File: config.mk
export PLATFORM = sky130hd
export DESIGN_NAME = atm_multi_account_ctrl
export DESIGN_NICKNAME = d
export VERILOG_FILES = /design/src/rtl/atm_multi_account_ctrl.sv
export SDC_FILE = /design/constraint.sdc
export NUM_CORES = 1
export LEC_CHECK = 0
export ABC_AREA = 1
export BUFFER_PORTS_ARGS = -buffer_cell sky130_fd_sc_hd__buf_2
export CAP_MARGIN = 20
export CORE_MARGIN = 5
export CORE_UTILIZATION = 63
export CTS_CLUSTER_SIZE = 10
export DETAILED_ROUTE_END_ITERATION = 10
export PLACE_DENSITY_LB_ADDON = 0.05
export SLEW_MARGIN = 0
export SYNTH_ARGS = -nofsm -noshare
export SYNTH_HDL_FRONTEND = slang
export SYNTH_SLANG_ARGS = --single-unit
File: constraint.sdc
create_clock -name clk -period 4.84 [get_ports clk]
set_clock_uncertainty 0.1 [all_clocks]
set_input_delay 1.452 -clock clk [delete_from_list [all_inputs] [get_ports clk]]
set_output_delay 1.452 -clock clk [all_outputs]
set_load 0.02 [all_outputs]
File: src/rtl/atm_multi_account_ctrl.sv
// ATM session controller: per-account balances and PINs, PIN retry limit,
// transaction execution, inactivity timeout and card retention.
module atm_multi_account_ctrl #(
   parameter int               ACCT_W         = 2,
   parameter int               BAL_W          = 32,
   parameter int               AMT_W          = 20,
   parameter int               PIN_W          = 4,
   parameter logic [PIN_W-1:0] DEFAULT_PIN    = 4'b1010,
   parameter int               MAX_TRIES      = 3,
   parameter int               TIMEOUT_CYCLES = 64
) (
   input  logic              clk,
   input  logic              reset,
   input  logic              cardIn,
   input  logic              ejectCard,
   input  logic [ACCT_W-1:0] accountId,
   input  logic              inputValid,
   input  logic [PIN_W-1:0]  password,
   input  logic [1:0]        opCode,
   input  logic [AMT_W-1:0]  inputAmount,
   output logic              correctPassword,
   output logic [BAL_W-1:0]  Current_Balance,
   output logic              Balance_Shown,
   output logic              Deposited_Successfully,
   output logic              Withdrawed_Successfully,
   output logic              Pin_Changed,
   output logic              Input_Rejected,
   output logic              Timed_Out,
   output logic              cardRetained,
   output logic              ATM_Usage_Finished
);

   localparam int NUM_ACCOUNTS = 1 << ACCT_W;
   localparam int TRY_W        = $clog2(MAX_TRIES + 1);
   localparam int TMR_W        = (TIMEOUT_CYCLES > 2) ? $clog2(TIMEOUT_CYCLES) : 1;

   typedef enum logic [2:0] {
      S_IDLE,
      S_PIN,
      S_MENU,
      S_EXEC,
      S_DONE,
      S_RETAIN
   } state_t;

   state_t              state, state_n;
   logic [ACCT_W-1:0]   acct, acct_n;
   logic [TRY_W-1:0]    tries, tries_n;
   logic [TMR_W-1:0]    timer, timer_n;
   logic [1:0]          op_q, op_n;
   logic [AMT_W-1:0]    amt_q, amt_n;
   logic [PIN_W-1:0]    pw_q, pw_n;
   logic [BAL_W-1:0]    bal_mem [NUM_ACCOUNTS];
   logic [PIN_W-1:0]    pin_mem [NUM_ACCOUNTS];

   logic [BAL_W-1:0]    cur_bal, amt_ext, bal_wd, cur_bal_n;
   logic [BAL_W:0]      sum;
   logic                bal_we, pin_we;
   logic                shown_n, dep_n, wd_n, pinchg_n, rej_n, tmo_n;

   assign cur_bal = bal_mem[acct];
   assign amt_ext = BAL_W'(amt_q);
   // Extra top bit exposes the deposit carry
   assign sum     = {1'b0, cur_bal} + {1'b0, amt_ext};

   always_comb begin
      state_n  = state;
      acct_n   = acct;
      tries_n  = tries;
      timer_n  = timer;
      op_n     = op_q;
      amt_n    = amt_q;
      pw_n     = pw_q;
      bal_we   = 1'b0;
      bal_wd   = cur_bal;
      pin_we   = 1'b0;
      shown_n  = 1'b0;
      dep_n    = 1'b0;
      wd_n     = 1'b0;
      pinchg_n = 1'b0;
      rej_n    = 1'b0;
      tmo_n    = 1'b0;
      unique case (state)
         S_IDLE: begin
            if (cardIn) begin
               state_n = S_PIN;
               acct_n  = accountId;
               tries_n = '0;
               timer_n = '0;
            end
         end
         S_PIN, S_MENU: begin
            if (ejectCard || !cardIn) begin
               state_n = S_DONE;
            end else if (inputValid) begin
               timer_n = '0;
               if (state == S_MENU) begin
                  op_n    = opCode;
                  amt_n   = inputAmount;
                  pw_n    = password;
                  state_n = S_EXEC;
               end else if (password == pin_mem[acct]) begin
                  state_n = S_MENU;
               end else begin
                  rej_n   = 1'b1;
                  tries_n = tries + 1'b1;
                  if (tries_n == TRY_W'(MAX_TRIES)) state_n = S_RETAIN;
               end
            end else if (timer == TMR_W'(TIMEOUT_CYCLES - 2)) begin
               tmo_n   = 1'b1;
               state_n = S_DONE;
            end else begin
               timer_n = timer + 1'b1;
            end
         end
         S_EXEC: begin
            state_n = S_MENU;
            timer_n = '0;
            unique case (op_q)
               2'b00: begin
                  pin_we   = 1'b1;
                  pinchg_n = 1'b1;
               end
               2'b01: shown_n = 1'b1;
               2'b10: begin
                  if (amt_q == '0 || sum[BAL_W]) begin
                     rej_n = 1'b1;
                  end else begin
                     bal_we = 1'b1;
                     bal_wd = sum[BAL_W-1:0];
                     dep_n  = 1'b1;
                  end
               end
               2'b11: begin
                  if (amt_q == '0 || amt_ext > cur_bal) begin
                     rej_n = 1'b1;
                  end else begin
                     bal_we = 1'b1;
                     bal_wd = cur_bal - amt_ext;
                     wd_n   = 1'b1;
                  end
               end
            endcase
         end
         S_DONE: begin
            if (!cardIn) state_n = S_IDLE;
         end
         default: ;
      endcase
   end

   // Shows the pre-commit value on the commit edge, the new one a cycle later
   assign cur_bal_n = (state_n == S_MENU || state_n == S_EXEC) ? cur_bal : '0;

   always_ff @(posedge clk or negedge reset) begin
      if (!reset) begin
         state                   <= S_IDLE;
         acct                    <= '0;
         tries                   <= '0;
         timer                   <= '0;
         op_q                    <= '0;
         amt_q                   <= '0;
         pw_q                    <= '0;
         for (int i = 0; i < NUM_ACCOUNTS; i++) begin
            bal_mem[i] <= '0;
            pin_mem[i] <= DEFAULT_PIN;
         end
         correctPassword         <= 1'b0;
         Current_Balance         <= '0;
         Balance_Shown           <= 1'b0;
         Deposited_Successfully  <= 1'b0;
         Withdrawed_Successfully <= 1'b0;
         Pin_Changed             <= 1'b0;
         Input_Rejected          <= 1'b0;
         Timed_Out               <= 1'b0;
         cardRetained            <= 1'b0;
         ATM_Usage_Finished      <= 1'b0;
      end else begin
         state                   <= state_n;
         acct                    <= acct_n;
         tries                   <= tries_n;
         timer                   <= timer_n;
         op_q                    <= op_n;
         amt_q                   <= amt_n;
         pw_q                    <= pw_n;
         if (bal_we) bal_mem[acct] <= bal_wd;
         if (pin_we) pin_mem[acct] <= pw_q;
         correctPassword         <= (state_n == S_MENU || state_n == S_EXEC);
         Current_Balance         <= cur_bal_n;
         Balance_Shown           <= shown_n;
         Deposited_Successfully  <= dep_n;
         Withdrawed_Successfully <= wd_n;
         Pin_Changed             <= pinchg_n;
         Input_Rejected          <= rej_n;
         Timed_Out               <= tmo_n;
         cardRetained            <= (state_n == S_RETAIN);
         ATM_Usage_Finished      <= (state_n == S_DONE);
      end
   end

endmodule

==> impl_metrics.yaml <==
floorplanning:
  die_y_um: 162.7
  start_util_pct: 64.52
  core_mm2: 0.02278
  die_x_um: 162.7
  pin_count: 74
  num_rows: 55
  dieArea_mm2: 0.02648
detailed_routing:
  ant_nets: 0
  wl_per_cell_um: 19.19
  firstDrtPassIters: 6
  route.detailed.drc: 0
  wl_um: 48680
  num_vias: 14811
  viasPerCell: 5.840
  drt-initial-drc-count: 1651
clock_network:
  cts.clk_slew.worst_paths_ns: 0.06
  ctsHoldBuffers: 0
  cts_tree: "done"
  htree_levels: 1
  root_buffer: "clkbuf_16"
  cts-buffers-inserted: 27
  clkLatencyLatePin_ns: 0.56
  clkSinkCount: 224
  cts_max_path_buffers: 3
critical_path:
  cp_data_required_time_ns: 5.18
  cp-start-kind: "register"
  cpPeakStageDelay_ns: 0.40
  path_max_fanout: 16
  cp-end-kind: "register"
  worstSetupPathDepth: 25
  cpMostUsedCell: "nand2_1"
  cp_num_buf_inv: 7
  reg2reg_depth: 25
  timing.rr.start: "acct[1]$_DFFE_PN0P_"
  critPathLaunch: "acct[1]$_DFFE_PN0P_"
  crit_type: "register to register"
  cp_top_family: "buffers and inverters"
  arrival_ns: 5.06
  crit_slowest_cell: "dfrtp_1"
pwr:
  p_leak_nw: 9.060
  total_power_w: 0.006158
  power.density_mw_per_mm2: 376.3
  peakVddDrop_mv: 0.3801
synthesis:
  async_flop_share_pct: 100.0
  avgSynthCellArea_um2: 6.906
  synth.most_common_cell: "nand2_1"
  ys_ff_latch: 224
  synth_edf_count: 0
  syn_nets: 2207
  synth_common_cells: "nand2_1, inv_1, dfrtp_1"
  netlist_top_cells_area: "dfrtp_1, nand2_1, inv_1"
  syn_area_mm2: 0.01470
  synth_top_area_cell: "dfrtp_1"
  ys_types: 52
  synthCells: 2128
  ys_seq_area_share_pct: 38.21
  ys_warn_count: 0
  yosys_most_used_dff: "dfrtp_1"
  netlist.area_leader.share_pct: 36.78
global_route:
  grt_pass1_wl_um: 75860
  grt_max_degree: 118
  grt_pass1_vias: 14209
  antenna_found_initial: 0
  track_usage_pct: 35.98
  grt_overflow_total: 0
sta:
  worstMarginPinSlew_ns: 1.085
  min_period_ns: 4.721
  maxSlewViolCount: 0
  max_slew_margin_pct: 27.11
  setup_violations: 0
  max_freq_mhz: 211.8
  hold_slack_ns: 0.3745
  hold_viol_final: 0
  fin_crit_sh_pct: 97.53
final_layout:
  drive_gt1_share_pct: 12.46
  area_delta_synth_final_pct: 11.34
  fin_util_pct: 71.83
  antenna_cells: 0
  fin_area_mm2: 0.01636
  nets: 2285
hold_path:
  hold_depth: 2
  hp-class: "register to register"
  min-delay-start: "bal_mem[0]$_DFFE_PN0P_"
placed_design:
  dp_hpwl_um: 35010
  port_buffers: 73
  place.gp.congestion: 1.039
  place_area_mm2: 0.01542
job:
  drv_cap: 0
status:
  outcome: "finished, final reports clean"
==> area by class of cell <==
type,instances,area (um^2)
timing repair buffer,120,794.5
tap,313,391.6
inverter,241,930.9
fill,1811,6416
clock inverter,3,32.53
sequential,224,5617
multi-input combinational,1592,7840
clock buffer,43,755.7
==> state kept, by name, indices dropped and copies added (netlist names) <==
register                 count
bal_mem                    128
Current_Balance             32
amt_q                       20
pin_mem                     16
timer                        6
pw_q                         4
state                        3
acct                         2
op_q                         2
tries                        2
ATM_Usage_Finished           1
Balance_Shown                1
Deposited_Successfully       1
Input_Rejected               1
Pin_Changed                  1
Timed_Out                    1
Withdrawed_Successfully      1
cardRetained                 1
correctPassword              1
==> worst reg2reg max path: stages (launching register included) <==
cell	delay, ns
dfrtp_1	0.40
buf_6	0.21
inv_2	0.06
nor2_2	0.12
buf_4	0.29
a22oi_1	0.11
and2_1	0.21
inv_1	0.24
ha_1	0.37
inv_1	0.21
a21oi_1	0.11
o21ai_1	0.11
nand2_1	0.07
nand2_1	0.09
nand2_1	0.08
nand2_1	0.16
nand3_2	0.11
nand2_1	0.10
nand2_2	0.06
buf_4	0.22
nor2_4	0.16
buf_2	0.28
o21ai_0	0.16
o21ai_0	0.26
nand2_1	0.14
o21ai_0	0.15
==> final timing paths <==
path,endpoint,slack (ns)
worst max register to register,bal_mem[96]$_DFFE_PN0P_,0.12
min in group asynchronous,amt_q[2]$_DFFE_PN0P_,0.86
worst max-delay path,bal_mem[96]$_DFFE_PN0P_,0.12
max in group asynchronous,pin_mem[7]$_DFFE_PN1P_,2.77
worst min-delay path,bal_mem[0]$_DFFE_PN0P_,0.37
worst min register to register,bal_mem[0]$_DFFE_PN0P_,0.37
==> cell families after synthesis <==
logic type      Yosys count  synth area share [%]
mux                       1               0.07662
xor+xnor                 38                 2.265
compound gates          259                 9.808
simple gates           1246                 36.47
buf+inv                 314                 9.153
fa+ha+maj                46                 4.019
flops                   224                 38.21
==> where the power goes <==
| part | internal, W | leakage [nW] | switching, W |
|---|---|---|---|
| combinational | 0.000564 | 5.68 | 0.00157 |
| clock | 0.00106 | 0.377 | 0.000801 |
| sequential | 0.00202 | 3.00 | 0.000133 |
| total | 0.00365 | 9.06 | 0.00251 |
==> metrics by stage <==
stage                     instances  setup TNS (ns)  setup slack [ns]
after floorplan                2128               0            0.7213
after global placement         2485               0           0.07204
after detailed placement       2485       -0.001330         -0.001330
after CTS                      2531               0         0.0007079
after global routing           2536         -0.1121          -0.07572
final                          2536               0            0.1194
==> per-layer routing <==
layer	global-route usage [%]	vias to the layer above	part of all wire, %
li1	-	6862	-
met1	49.75	6908	40
met2	57.60	859	46
met3	5.543	182	9.8
met4	13.65	0	4.9
met5	0	-	0
==> placed cells by master, fill, tap and decap left out, drive strengths merged, types with 3 or more instances in the layout <==
cell type,synthesis,final
buf,50,120
a21oi,59,59
nor4,3,3
nand3b,6,6
o21ai,140,140
o21a,9,9
xor2,36,36
o21bai,4,4
nand3,149,149
ha,44,44
clkbuf,23,43
nor2,191,193
and2,6,6
nand4,17,17
inv,239,239
a221oi,5,5
o22ai,12,12
dfstp,8,8
nor3,15,15
a22oi,20,20
dfrtp,216,216
clkinv,2,3
nand2,855,855
==> what timing repair did <==
| action | 4_1_cts | 5_1_grt |
|---|---|---|
| gates cloned | 0 | 3 |
| resized for setup | 1 | 39 |
| pin swaps | 0 | 3 |
| buffers inserted | 0 | 2 |
| setup endpoints to repair | 3 | 127 |
Power figures use the tool's default switching activity.
